`src/rtl/recirc_sched_pkg.sv`:
```
// recirc_sched_pkg: shared types and helpers
// for the recirculation-mux scheduler.
package recirc_sched_pkg;

  typedef enum logic [1:0] {
    IDLE  = 2'd0,
    LOAD  = 2'd1,
    PULSE = 2'd2,
    HOLD  = 2'd3
  } state_t;

  localparam int unsigned MAX_REQ = 32;

  function automatic int unsigned cnt_width(
    input int unsigned hold
  );
    return $clog2(hold + 1);
  endfunction

  localparam int unsigned DEF_HOLD  = 8;
  localparam int unsigned DEF_CNT_W =
    cnt_width(DEF_HOLD);

  // First set bit at or above ptr, wrapping
  // inside the low n bits; one-hot result.
  function automatic logic [MAX_REQ-1:0] rr_pick(
    input logic [MAX_REQ-1:0] req,
    input int unsigned        ptr,
    input int unsigned        n
  );
    logic [MAX_REQ-1:0] g;
    int unsigned        idx;
    g = '0;
    for (int unsigned i = 0; i < MAX_REQ; i++) begin
      idx = ptr + i;
      if (idx >= n) idx = idx - n;
      if (i < n && g == '0 && req[idx[4:0]])
        g[idx[4:0]] = 1'b1;
    end
    return g;
  endfunction

endpackage

```
`src/rtl/recirc_mux_scheduler_rr_arbiter.sv`:
```
// rr_arbiter: combinational round-robin pick
// from the request vector and the pointer.
module rr_arbiter
  import recirc_sched_pkg::*;
#(
  parameter int unsigned N  = 4,
  parameter int unsigned PW = 2
) (
  input  logic [N-1:0]  req,
  input  logic [PW-1:0] ptr,
  output logic [N-1:0]  grant,
  output logic          valid
);

  logic [MAX_REQ-1:0] req_w;
  logic [MAX_REQ-1:0] pick;
  logic               unused_pick;

  always_comb begin
    req_w        = '0;
    req_w[N-1:0] = req;
    pick         = rr_pick(req_w, 32'(ptr), N);
    grant        = pick[N-1:0];
    valid        = |req;
  end

  assign unused_pick = ^pick;

endmodule

```
`src/rtl/recirc_mux_scheduler.sv`:
```
// recirc_mux_scheduler: shares one recirc-mux
// CDC channel between local requesters.
module recirc_mux_scheduler
  import recirc_sched_pkg::*;
#(
  parameter int unsigned g_requesters  = 4,
  parameter int unsigned g_width       = 8,
  parameter int unsigned g_hold_cycles = 8
) (
  input  logic                   i_clk_A,
  input  logic                   i_rst_A,
  input  logic                   i_en,
  input  logic [g_requesters-1:0] i_req,
  input  logic [g_requesters*g_width-1:0] i_data,
  output logic [g_requesters-1:0] o_ack,
  output logic [g_requesters-1:0] o_grant,
  output logic                   o_busy,
  output logic                   o_pulse_A,
  output logic [g_width-1:0]     o_data_A
);

  localparam int unsigned PW =
    (g_requesters > 1) ? $clog2(g_requesters) : 1;
  localparam int unsigned CW =
    cnt_width(g_hold_cycles);
  localparam logic [CW-1:0] HOLD_LD =
    CW'(g_hold_cycles - 1);
  localparam logic [PW-1:0] LAST =
    PW'(g_requesters - 1);

  if (g_hold_cycles < 1) begin : g_chk_hold
    $error("g_hold_cycles must be >= 1");
  end
  if (g_requesters < 2 ||
      g_requesters > MAX_REQ) begin : g_chk_req
    $error("g_requesters out of range");
  end

  state_t                  state;
  state_t                  nxt;
  logic [CW-1:0]           cnt;
  logic [CW-1:0]           nxt_cnt;
  logic [PW-1:0]           ptr;
  logic [PW-1:0]           win;
  logic [PW-1:0]           pick_idx;
  logic [g_requesters-1:0] pick;
  logic                    pick_vld;
  logic [g_width-1:0]      pick_data;
  logic [g_requesters-1:0] grant_q;
  logic [g_width-1:0]      data_q;
  logic                    start;
  logic                    done;

  rr_arbiter #(
    .N  (g_requesters),
    .PW (PW)
  ) u_arb (
    .req   (i_req),
    .ptr   (ptr),
    .grant (pick),
    .valid (pick_vld)
  );

  always_comb begin
    pick_idx  = '0;
    pick_data = '0;
    for (int i = 0; i < g_requesters; i++) begin
      if (pick[i]) begin
        pick_idx  = PW'(i);
        pick_data = i_data[i*g_width +: g_width];
      end
    end
  end

  assign start = (state == IDLE) && i_en && pick_vld;
  assign done  = (state == HOLD) && (cnt == '0);

  always_comb begin
    nxt     = state;
    nxt_cnt = cnt;
    unique case (state)
      IDLE:    if (start) nxt = LOAD;
      LOAD:    nxt = PULSE;
      PULSE: begin
        nxt     = HOLD;
        nxt_cnt = HOLD_LD;
      end
      HOLD: begin
        if (cnt == '0) nxt = IDLE;
        else           nxt_cnt = cnt - 1'b1;
      end
      default: nxt = IDLE;
    endcase
  end

  always_ff @(posedge i_clk_A or posedge i_rst_A) begin
    if (i_rst_A) begin
      state   <= IDLE;
      cnt     <= '0;
      ptr     <= '0;
      win     <= '0;
      grant_q <= '0;
      data_q  <= '0;
    end else begin
      state <= nxt;
      cnt   <= nxt_cnt;
      if (start) begin
        win     <= pick_idx;
        grant_q <= pick;
        data_q  <= pick_data;
      end
      if (done) begin
        grant_q <= '0;
        ptr     <= (win == LAST) ? '0 : win + 1'b1;
      end
    end
  end

  assign o_ack     = (state == LOAD) ? grant_q : '0;
  assign o_grant   = grant_q;
  assign o_busy    = (state != IDLE);
  assign o_pulse_A = (state == PULSE);
  assign o_data_A  = data_q;

endmodule

```
`config.mk`:
```
export PLATFORM = sky130hd
export DESIGN_NAME = recirc_mux_scheduler
export DESIGN_NICKNAME = d
export VERILOG_FILES = /design/src/rtl/recirc_sched_pkg.sv /design/src/rtl/recirc_mux_scheduler_rr_arbiter.sv /design/src/rtl/recirc_mux_scheduler.sv
export SDC_FILE = /design/constraint.sdc
export NUM_CORES = 1
export LEC_CHECK = 0
export CAP_MARGIN = 5
export CORE_MARGIN = 8
export CORE_UTILIZATION = 48
export DETAILED_ROUTE_END_ITERATION = 7
export GPL_TIMING_DRIVEN = 1
export PLACE_DENSITY = 0.81
export SYNTH_ARGS = -nofsm -noshare
export SYNTH_HDL_FRONTEND = slang
export SYNTH_SLANG_ARGS = --single-unit
export TNS_END_PERCENT = 1
```
`constraint.sdc`:
```
create_clock -name i_clk_A -period 3.2 [get_ports i_clk_A]
set_input_delay 0.32 -clock i_clk_A [delete_from_list [all_inputs] [get_ports i_clk_A]]
set_output_delay 0.32 -clock i_clk_A [all_outputs]
set_load 0.03 [all_outputs]
```
==> metrics.txt, run 1 <==
# TYPE chip_impl_metric gauge
chip_impl_metric{name="synthesized_flop_and_latch_total",unit=""} 22
chip_impl_metric{name="total_routing_usage_gr",unit="%"} 16.64
chip_impl_metric{name="clock_latency",unit="ps"} 270
chip_impl_info{name="cts_tree",value="done"} 1
chip_impl_metric{name="grt_first_pass_wirelength",unit="µm"} 8700
chip_impl_metric{name="leakagePower",unit="µW"} 0.001162
chip_impl_metric{name="synthCells",unit=""} 208
chip_impl_metric{name="holdPathStages",unit=""} 1
chip_impl_metric{name="crit_path_max_fanout",unit=""} 6
chip_impl_metric{name="dr.pass1.iters",unit=""} 4
chip_impl_metric{name="fin_nets",unit=""} 333
chip_impl_metric{name="cp_data_required_time",unit="ps"} 3380
chip_impl_metric{name="rows",unit=""} 23
chip_impl_metric{name="clock_path_buffers",unit=""} 2
chip_impl_metric{name="clock_power_share",unit="%"} 6.3
chip_impl_info{name="netlist.top_cell.by_area",value="sky130_fd_sc_hd__dfrtp_1"} 1
chip_impl_metric{name="clkSlewWorstSetupHoldPaths",unit="ps"} 80
chip_impl_metric{name="ys.warnings.count",unit=""} 0
chip_impl_info{name="reg2reg_start",value="ptr[0]$_DFFE_PP0P_"} 1
chip_impl_metric{name="place_congestion",unit=""} 0.8694
chip_impl_metric{name="crit_arrival",unit="ps"} 3220
chip_impl_metric{name="grt_max_degree",unit=""} 23
chip_impl_info{name="cp-start-kind",value="flop"} 1
chip_impl_metric{name="slew_violations",unit=""} 0
chip_impl_metric{name="synth-edff-count",unit=""} 0
chip_impl_metric{name="portion_of_synthesized_cell_area_occupied_by_the_leading_cell_type",unit="%"} 28.48
chip_impl_metric{name="ioPinCount",unit=""} 57
chip_impl_info{name="ys.flop_type",value="sky130_fd_sc_hd__dfrtp_1"} 1
chip_impl_info{name="criticalPathCategory",value="flop to flop"} 1
chip_impl_info{name="min_delay_path_class",value="flop to flop"} 1
chip_impl_metric{name="die_x",unit="µm"} 79.46
chip_impl_info{name="hold-path-endpoint",value="cnt[0]$_DFFE_PP0P_"} 1
chip_impl_metric{name="placed_cell_area",unit="µm²"} 2631
chip_impl_metric{name="combinational_group_share_of_total_power",unit="%"} 75.5
chip_impl_metric{name="cts.htree.levels",unit=""} 1
chip_impl_metric{name="setup_skew",unit="ps"} 4.643
chip_impl_metric{name="worst_max_slew_margin_expressed_relative_to_the_limit",unit="%"} 43.63
chip_impl_metric{name="grt-ovfl-total",unit=""} 0
chip_impl_metric{name="drc",unit=""} 0
chip_impl_metric{name="layout_worst_path_cycle_share",unit="%"} 95.21
chip_impl_metric{name="async_reset_ff_share",unit="%"} 100.0
chip_impl_metric{name="die_area",unit="µm²"} 6314
chip_impl_metric{name="initial_utilization",unit="%"} 49.03
chip_impl_metric{name="final_critical_period",unit="ps"} 3047
chip_impl_metric{name="standard_cell_core_area",unit="µm²"} 3943
chip_impl_metric{name="final_area",unit="µm²"} 2685
chip_impl_metric{name="share_of_post_route_cells_with_drive_strength_above_1",unit="%"} 17.39
chip_impl_metric{name="post_cts_buffers",unit=""} 0
chip_impl_metric{name="place.detailed.hpwl",unit="µm"} 4147
chip_impl_metric{name="switching_pwr",unit="µW"} 1388
chip_impl_metric{name="via_count",unit=""} 1844
chip_impl_metric{name="maxCapViolations",unit=""} 0
chip_impl_info{name="run_status",value="complete, no violations"} 1
chip_impl_metric{name="hold_buffers",unit=""} 0
chip_impl_info{name="rsz_0062_raised_after_global_routing",value="no"} 1
chip_impl_info{name="startpoint",value="ptr[0]$_DFFE_PP0P_"} 1
chip_impl_metric{name="routed_via_density",unit=""} 5.656
chip_impl_metric{name="mappedNetlistNets",unit=""} 263
chip_impl_metric{name="synth_sequential_area_ratio",unit="%"} 28.48
chip_impl_info{name="min-delay-start",value="cnt[0]$_DFFE_PP0P_"} 1
chip_impl_metric{name="first_global_vias",unit=""} 1878
chip_impl_metric{name="cts-buffers-inserted",unit=""} 3
chip_impl_metric{name="switching_share",unit="%"} 49.59
chip_impl_metric{name="p_int",unit="µW"} 1411
chip_impl_info{name="synthTopCellsByArea",value="sky130_fd_sc_hd__dfrtp_1 28%, sky130_fd_sc_hd__ha_1 10%, sky130_fd_sc_hd__nand2_1 4.7%, sky130_fd_sc_hd__mux2_4 3.9%, sky130_fd_sc_hd__mux2i_1 3.6%"} 1
chip_impl_metric{name="seq_power_share",unit="%"} 18.3
chip_impl_metric{name="antenna_violations_before_repair",unit=""} 0
chip_impl_metric{name="syn-mean-instance-area",unit="µm²"} 9.294
chip_impl_metric{name="fmaxAchievable",unit="MHz"} 328.2
chip_impl_metric{name="synth.distinct_cells",unit=""} 57
chip_impl_info{name="timing.rr.end",value="o_data_A[7]$_DFFE_PP0P_"} 1
chip_impl_metric{name="drt-total-wl",unit="µm"} 5324
chip_impl_metric{name="setup_slack_at_placement",unit="ps"} 70.57
chip_impl_metric{name="antenna_cells_inserted",unit=""} 0
chip_impl_metric{name="setup_viol",unit=""} 0
chip_impl_metric{name="die_height",unit="µm"} 79.46
chip_impl_info{name="synth_common_cells",value="24 x sky130_fd_sc_hd__nand2_1, 22 x sky130_fd_sc_hd__dfrtp_1, 16 x sky130_fd_sc_hd__ha_1, 13 x sky130_fd_sc_hd__inv_1, 11 x sky130_fd_sc_hd__a21oi_1"} 1
chip_impl_metric{name="drt_first_iter_violations",unit=""} 104
chip_impl_metric{name="worst-slew-pin-transition",unit="ps"} 844.7
chip_impl_info{name="cts_root_buf",value="sky130_fd_sc_hd__clkbuf_8"} 1
chip_impl_metric{name="avgRoutedWirePerCell",unit="µm"} 16.33
chip_impl_metric{name="worst-r2r-setup-slack",unit="ps"} 150
chip_impl_metric{name="power.ir.vdd_worst",unit="µV"} 610.4
chip_impl_info{name="yosys.cell_count.top_type",value="sky130_fd_sc_hd__nand2_1"} 1
chip_impl_metric{name="cts.sink_count",unit=""} 22
chip_impl_metric{name="remaining_antenna_violation_count_after_routing",unit=""} 0
chip_impl_metric{name="hold_viol",unit=""} 0
chip_impl_metric{name="layout_setup_ws",unit="ps"} 153.3
chip_impl_metric{name="worst-r2r-cell-count",unit=""} 9
chip_impl_metric{name="flow.area_growth_from_synthesis",unit="%"} 38.90
chip_impl_info{name="crit_path_end_kind",value="flop"} 1
chip_impl_metric{name="numPortBuffers",unit=""} 56
chip_impl_metric{name="synth_cell_area",unit="µm²"} 1933
chip_impl_metric{name="fin_tns_setup",unit="ps"} 0
chip_impl_metric{name="power_density",unit="nW/µm²"} 1043
[sequential cells by signal, indices dropped and copies added (netlist names)]
name	cells
cnt	4
o_data_A	8
o_grant	4
ptr	2
state	2
win	2
[worst max-delay path by stage]
stage,slack (ps),to,cells after the start
after floorplan,340,o_data_A[4]$_DFFE_PP0P_,10
after global placement,140,o_data_A[3]$_DFFE_PP0P_,10
after detailed placement,70,o_data_A[7]$_DFFE_PP0P_,9
after CTS,140,o_data_A[7]$_DFFE_PP0P_,9
after global routing,6,o_data_A[7]$_DFFE_PP0P_,9
final,150,o_data_A[7]$_DFFE_PP0P_,9
[cell usage in the layout (no fill, tap or decap), types with 3 or more instances in the layout]
| cell type | count |
|---|---|
| sky130_fd_sc_hd__nand2_1 | 24 |
| sky130_fd_sc_hd__mux2i_1 | 6 |
| sky130_fd_sc_hd__clkdlybuf4s50_1 | 56 |
| sky130_fd_sc_hd__and3_1 | 4 |
| sky130_fd_sc_hd__o221ai_1 | 4 |
| sky130_fd_sc_hd__a221oi_1 | 4 |
| sky130_fd_sc_hd__and2_1 | 8 |
| sky130_fd_sc_hd__clkbuf_8 | 3 |
| sky130_fd_sc_hd__o2111ai_1 | 4 |
| sky130_fd_sc_hd__nand4_1 | 6 |
| sky130_fd_sc_hd__inv_1 | 13 |
| sky130_fd_sc_hd__o21ai_0 | 9 |
| sky130_fd_sc_hd__ha_1 | 16 |
| sky130_fd_sc_hd__nor2_1 | 10 |
| sky130_fd_sc_hd__dfrtp_1 | 22 |
| sky130_fd_sc_hd__nand2b_1 | 3 |
| sky130_fd_sc_hd__mux2_4 | 5 |
| sky130_fd_sc_hd__a21oi_1 | 11 |
| sky130_fd_sc_hd__nor3_1 | 4 |
| sky130_fd_sc_hd__buf_4 | 14 |
| sky130_fd_sc_hd__nand3_1 | 6 |
[worst max-delay path: stages, from the launching register on]
cell and delay [ps]:
sky130_fd_sc_hd__dfrtp_1 450, sky130_fd_sc_hd__inv_1 140, sky130_fd_sc_hd__ha_1 370, sky130_fd_sc_hd__and3b_4 240
sky130_fd_sc_hd__or2_4 250, sky130_fd_sc_hd__a31o_1 240, sky130_fd_sc_hd__or4_1 610, sky130_fd_sc_hd__nor4_4 250
sky130_fd_sc_hd__o211ai_2 170, sky130_fd_sc_hd__o221ai_1 240
[cell type report]
| cell class | count | area [µm²] |
|---|---|---|
| clock buffers | 3 | 41.29 |
| fillers | 328 | 1257 |
| inverters | 14 | 52.55 |
| multi-input cells | 167 | 1313 |
| flip-flops and latches | 22 | 550.5 |
| well taps | 50 | 62.56 |
| repair buffers | 70 | 665.6 |
[cell families (layout without fill, tap and decap cells)]
kind of cell             count (synthesis)  after routing  share of synthesized area, %
flip-flops                              22             22                         28.48
buffers and inverters                   19             87                         4.272
adder cells (fa/ha/maj)                 16             16                         10.36
multiplexers                            14             14                         9.256
AND/OR/NAND/NOR                         83             83                         25.05
AO/OA/AOI/OAI                           54             54                         22.59
[metrics by stage]
stage,utilization [%],hold WS [ps],total power (µW),std cells
floorplan,-,309.2,1942,208
global placement,66.74,459.1,2550,323
detailed placement,66.74,466.9,2594,323
CTS,67.79,477.6,2782,326
global route,68.11,496.1,3006,326
finish,68.11,475.8,2800,326
[power by group through the flow]
stage | clock (µW) | sequential [µW] | combinational [µW]
floorplan | 0 | 620 | 1320
global placement | 0 | 508 | 2040
detailed placement | 0 | 514 | 2080
CTS | 179 | 512 | 2090
global route | 186 | 530 | 2290
finish | 175 | 512 | 2110
[per-layer routing]
layer	GRT usage, %	wire, µm
met1	19.72	2335
met2	29.67	2591
met3	4.167	377
met4	2.778	19
met5	0	0
[what timing repair did]
item | CTS | global route
gates resized for setup | 0 | 3
endpoints found under the setup margin | 0 | 8
endpoints found under the hold margin | 0 | 0
Note: power is estimated with default switching activity, not from simulation.
==> run 2, diff against run 1 <==
--- a/config.mk
+++ b/config.mk
@@ -6,11 +6,13 @@
 export NUM_CORES = 1
 export LEC_CHECK = 0
 export CAP_MARGIN = 5
+export CELL_PAD_IN_SITES_DETAIL_PLACEMENT = 0
+export CELL_PAD_IN_SITES_GLOBAL_PLACEMENT = 1
 export CORE_MARGIN = 8
-export CORE_UTILIZATION = 48
+export CORE_UTILIZATION = 36
 export DETAILED_ROUTE_END_ITERATION = 7
 export GPL_TIMING_DRIVEN = 1
-export PLACE_DENSITY = 0.81
+export PLACE_DENSITY = 0.94
 export SYNTH_ARGS = -nofsm -noshare
 export SYNTH_HDL_FRONTEND = slang
 export SYNTH_SLANG_ARGS = --single-unit
==> metrics.txt, run 2 (same netlist as run 1, synthesis figures left out) <==
# TYPE chip_impl_metric gauge
chip_impl_info{name="run_status",value="complete, no violations"} 1
chip_impl_metric{name="initial_utilization",unit="%"} 37.61
chip_impl_metric{name="crit_path_max_fanout",unit=""} 8
chip_impl_info{name="min_delay_path_class",value="flop to flop"} 1
chip_impl_metric{name="final_critical_period",unit="ps"} 3013
chip_impl_metric{name="cts.htree.levels",unit=""} 1
chip_impl_metric{name="placed_cells",unit=""} 342
chip_impl_metric{name="setup_viol",unit=""} 0
chip_impl_metric{name="fmaxAchievable",unit="MHz"} 331.9
chip_impl_metric{name="first_global_vias",unit=""} 1760
chip_impl_metric{name="fin_tns_setup",unit="ps"} 0
chip_impl_metric{name="layout.filler_cells",unit=""} 487
chip_impl_metric{name="share_of_post_route_cells_with_drive_strength_above_1",unit="%"} 17.99
chip_impl_metric{name="slew_violations",unit=""} 0
chip_impl_metric{name="regArea",unit="µm²"} 551.8
chip_impl_info{name="startpoint",value="ptr[1]$_DFFE_PP0P_"} 1
chip_impl_metric{name="grt_max_degree",unit=""} 23
chip_impl_metric{name="worst-r2r-setup-slack",unit="ps"} 190
chip_impl_metric{name="placed_cell_area",unit="µm²"} 2649
chip_impl_metric{name="die_x",unit="µm"} 89.28
chip_impl_metric{name="layout_worst_path_cycle_share",unit="%"} 94.15
chip_impl_metric{name="clock_latency",unit="ps"} 270
chip_impl_metric{name="place.detailed.hpwl",unit="µm"} 4175
chip_impl_metric{name="antenna_violations_before_repair",unit=""} 0
chip_impl_metric{name="drc",unit=""} 0
chip_impl_metric{name="routed_via_density",unit=""} 5.204
chip_impl_metric{name="crit_arrival",unit="ps"} 3200
chip_impl_metric{name="place_congestion",unit=""} 0.8666
chip_impl_metric{name="remaining_antenna_violation_count_after_routing",unit=""} 0
chip_impl_metric{name="power_density",unit="nW/µm²"} 1048
chip_impl_metric{name="grt_first_pass_wirelength",unit="µm"} 8280
chip_impl_metric{name="grt-ovfl-total",unit=""} 0
chip_impl_metric{name="cts-buffers-inserted",unit=""} 3
chip_impl_metric{name="instances_no_fill",unit=""} 348
chip_impl_info{name="rsz_0062_raised_after_global_routing",value="no"} 1
chip_impl_metric{name="cp_data_required_time",unit="ps"} 3390
chip_impl_metric{name="power.ir.vdd_worst",unit="µV"} 382.6
chip_impl_metric{name="largest_register_ffs",unit=""} 8
chip_impl_metric{name="flow.area_growth_from_synthesis",unit="%"} 42.46
chip_impl_metric{name="drt-total-wl",unit="µm"} 5244
chip_impl_info{name="most_common_cell_after_layout_fill_and_taps_aside",value="sky130_fd_sc_hd__clkdlybuf4s50_1"} 1
chip_impl_metric{name="maxCapViolations",unit=""} 0
chip_impl_metric{name="hold_viol",unit=""} 0
chip_impl_info{name="criticalPathCategory",value="flop to flop"} 1
chip_impl_metric{name="multi_input_area",unit="µm²"} 1318
chip_impl_info{name="crit_path_end_kind",value="flop"} 1
chip_impl_metric{name="fin_nets",unit=""} 334
chip_impl_info{name="timing.rr.end",value="o_data_A[6]$_DFFE_PP0P_"} 1
chip_impl_metric{name="worst_max_slew_margin_expressed_relative_to_the_limit",unit="%"} 43.65
chip_impl_info{name="cts_tree",value="done"} 1
chip_impl_metric{name="numPortBuffers",unit=""} 56
chip_impl_metric{name="overall_power",unit="µW"} 2887
chip_impl_metric{name="avgRoutedWirePerCell",unit="µm"} 15.07
chip_impl_info{name="most_used_cells_in_the_layout_excluding_fill_and_tap_cells",value="56 x sky130_fd_sc_hd__clkdlybuf4s50_1, 24 x sky130_fd_sc_hd__nand2_1, 21 x sky130_fd_sc_hd__dfrtp_1"} 1
chip_impl_info{name="min-delay-start",value="cnt[0]$_DFFE_PP0P_"} 1
chip_impl_metric{name="setup_skew",unit="ps"} 8.111
chip_impl_metric{name="clock_path_buffers",unit=""} 2
chip_impl_metric{name="holdPathStages",unit=""} 1
chip_impl_info{name="crit_path_cell_trace",value="inv_2 > ha_1 > and3b_4 > or2_4 > a31o_1 > or4_1 > nor4_4 > o211ai_2 > o221ai_1"} 1
chip_impl_metric{name="die_height",unit="µm"} 89.28
chip_impl_metric{name="via_count",unit=""} 1811
chip_impl_metric{name="leakagePower",unit="µW"} 0.001183
chip_impl_metric{name="clkSlewWorstSetupHoldPaths",unit="ps"} 90
chip_impl_metric{name="dr.pass1.iters",unit=""} 4
chip_impl_metric{name="drt_first_iter_violations",unit=""} 85
chip_impl_info{name="cp-start-kind",value="flop"} 1
chip_impl_info{name="hold-path-endpoint",value="cnt[0]$_DFFE_PP0P_"} 1
chip_impl_metric{name="final_area",unit="µm²"} 2754
chip_impl_metric{name="worst_path_largest_cell_delay",unit="ps"} 590
chip_impl_metric{name="ioPinCount",unit=""} 57
chip_impl_metric{name="rows",unit=""} 26
chip_impl_metric{name="worst-r2r-cell-count",unit=""} 9
chip_impl_metric{name="worst-slew-pin-transition",unit="ps"} 844.3
chip_impl_info{name="reg2reg_start",value="ptr[1]$_DFFE_PP0P_"} 1
chip_impl_metric{name="standard_cell_core_area",unit="µm²"} 5140
chip_impl_info{name="cts_root_buf",value="sky130_fd_sc_hd__clkbuf_8"} 1
chip_impl_metric{name="die_area",unit="µm²"} 7971
chip_impl_info{name="cpMaxStageDelayCell",value="sky130_fd_sc_hd__or4_1"} 1
chip_impl_metric{name="total_routing_usage_gr",unit="%"} 13.12
chip_impl_metric{name="finish.utilization",unit="%"} 53.58
chip_impl_metric{name="antenna_cells_inserted",unit=""} 0
chip_impl_metric{name="cts.sink_count",unit=""} 22
## run 2: cell types whose count changed in the layout (fill, tap and decap cells not counted)
cell / change
sky130_fd_sc_hd__o31ai_4: +1
sky130_fd_sc_hd__bufinv_16: +1
sky130_fd_sc_hd__nor2b_1: +1
sky130_fd_sc_hd__o221ai_1: +1
sky130_fd_sc_hd__o221ai_2: -1
sky130_fd_sc_hd__dfrtp_2: +1
sky130_fd_sc_hd__dfrtp_1: -1
sky130_fd_sc_hd__o31ai_1: -1
sky130_fd_sc_hd__nor2b_2: -1
sky130_fd_sc_hd__buf_4: +1
## run 2: power breakdown
part	leakage [µW]	internal, µW	total (µW)	switching (µW)
logic	0.000881	936	2110	1180
registers	0.000267	408	512	104
clock network	0.0000357	167	262	95.0
total	0.00118	1510	2890	1380
## run 2: worst max path at each step
stage / end / slack [ps]
after floorplan: o_data_A[4]$_DFFE_PP0P_ / 340
after global placement: o_data_A[7]$_DFFE_PP0P_ / 130
after detailed placement: o_data_A[6]$_DFFE_PP0P_ / 110
after CTS: o_data_A[6]$_DFFE_PP0P_ / 120
after global routing: o_data_A[5]$_DFFE_PP0P_ / 10
final: o_data_A[6]$_DFFE_PP0P_ / 190
## run 2: repair_timing
action / 4_1_cts / 5_1_grt
hold endpoints to repair: 0 / 0
endpoints found under the setup margin: 0 / 8
resized for setup: 0 / 4
hold buffers: 0 / 0
setup buffers: 0 / 2
## run 2: critical path, delay by kind of cell (launching register included)
kind | cells | cell delay (ps)
buffers and inverters | 1 | 150
flip-flops | 1 | 500
AO/OA/AOI/OAI | 3 | 640
adder cells (fa/ha/maj) | 1 | 360
AND/OR/NAND/NOR | 4 | 1280
## run 2: area by class of cell
class | count | area share (%)
inverter | 14 | 1.908
clock buffer | 3 | 1.499
multi-input combinational | 167 | 47.84
sequential | 22 | 20.04
tap | 70 | 3.180
clock inverter | 1 | 1.090
timing repair buffer | 71 | 24.44
## run 2: through the flow
| step | worst slack, ps | hold slack (ps) |
|---|---|---|
| 2_1_floorplan | 343.1 | 309.2 |
| 3_3_place_gp | 131.3 | 469.5 |
| 3_5_place_dp | 106.8 | 479.0 |
| 4_1_cts | 117.6 | 489.6 |
| 5_1_grt | 14.02 | 512.7 |
| 6_report | 187.1 | 477.8 |
## run 2: per-layer routing
| metal | GRT usage (%) | share of wire (%) | up-vias |
|---|---|---|---|
| met3 | 3.860 | 8.0 | 7 |
| met1 | 15.95 | 44 | 839 |
| li1 | - | - | 916 |
| met4 | 3.927 | 1.4 | 0 |
| met2 | 21.75 | 47 | 49 |
| met5 | 0 | 0 | - |
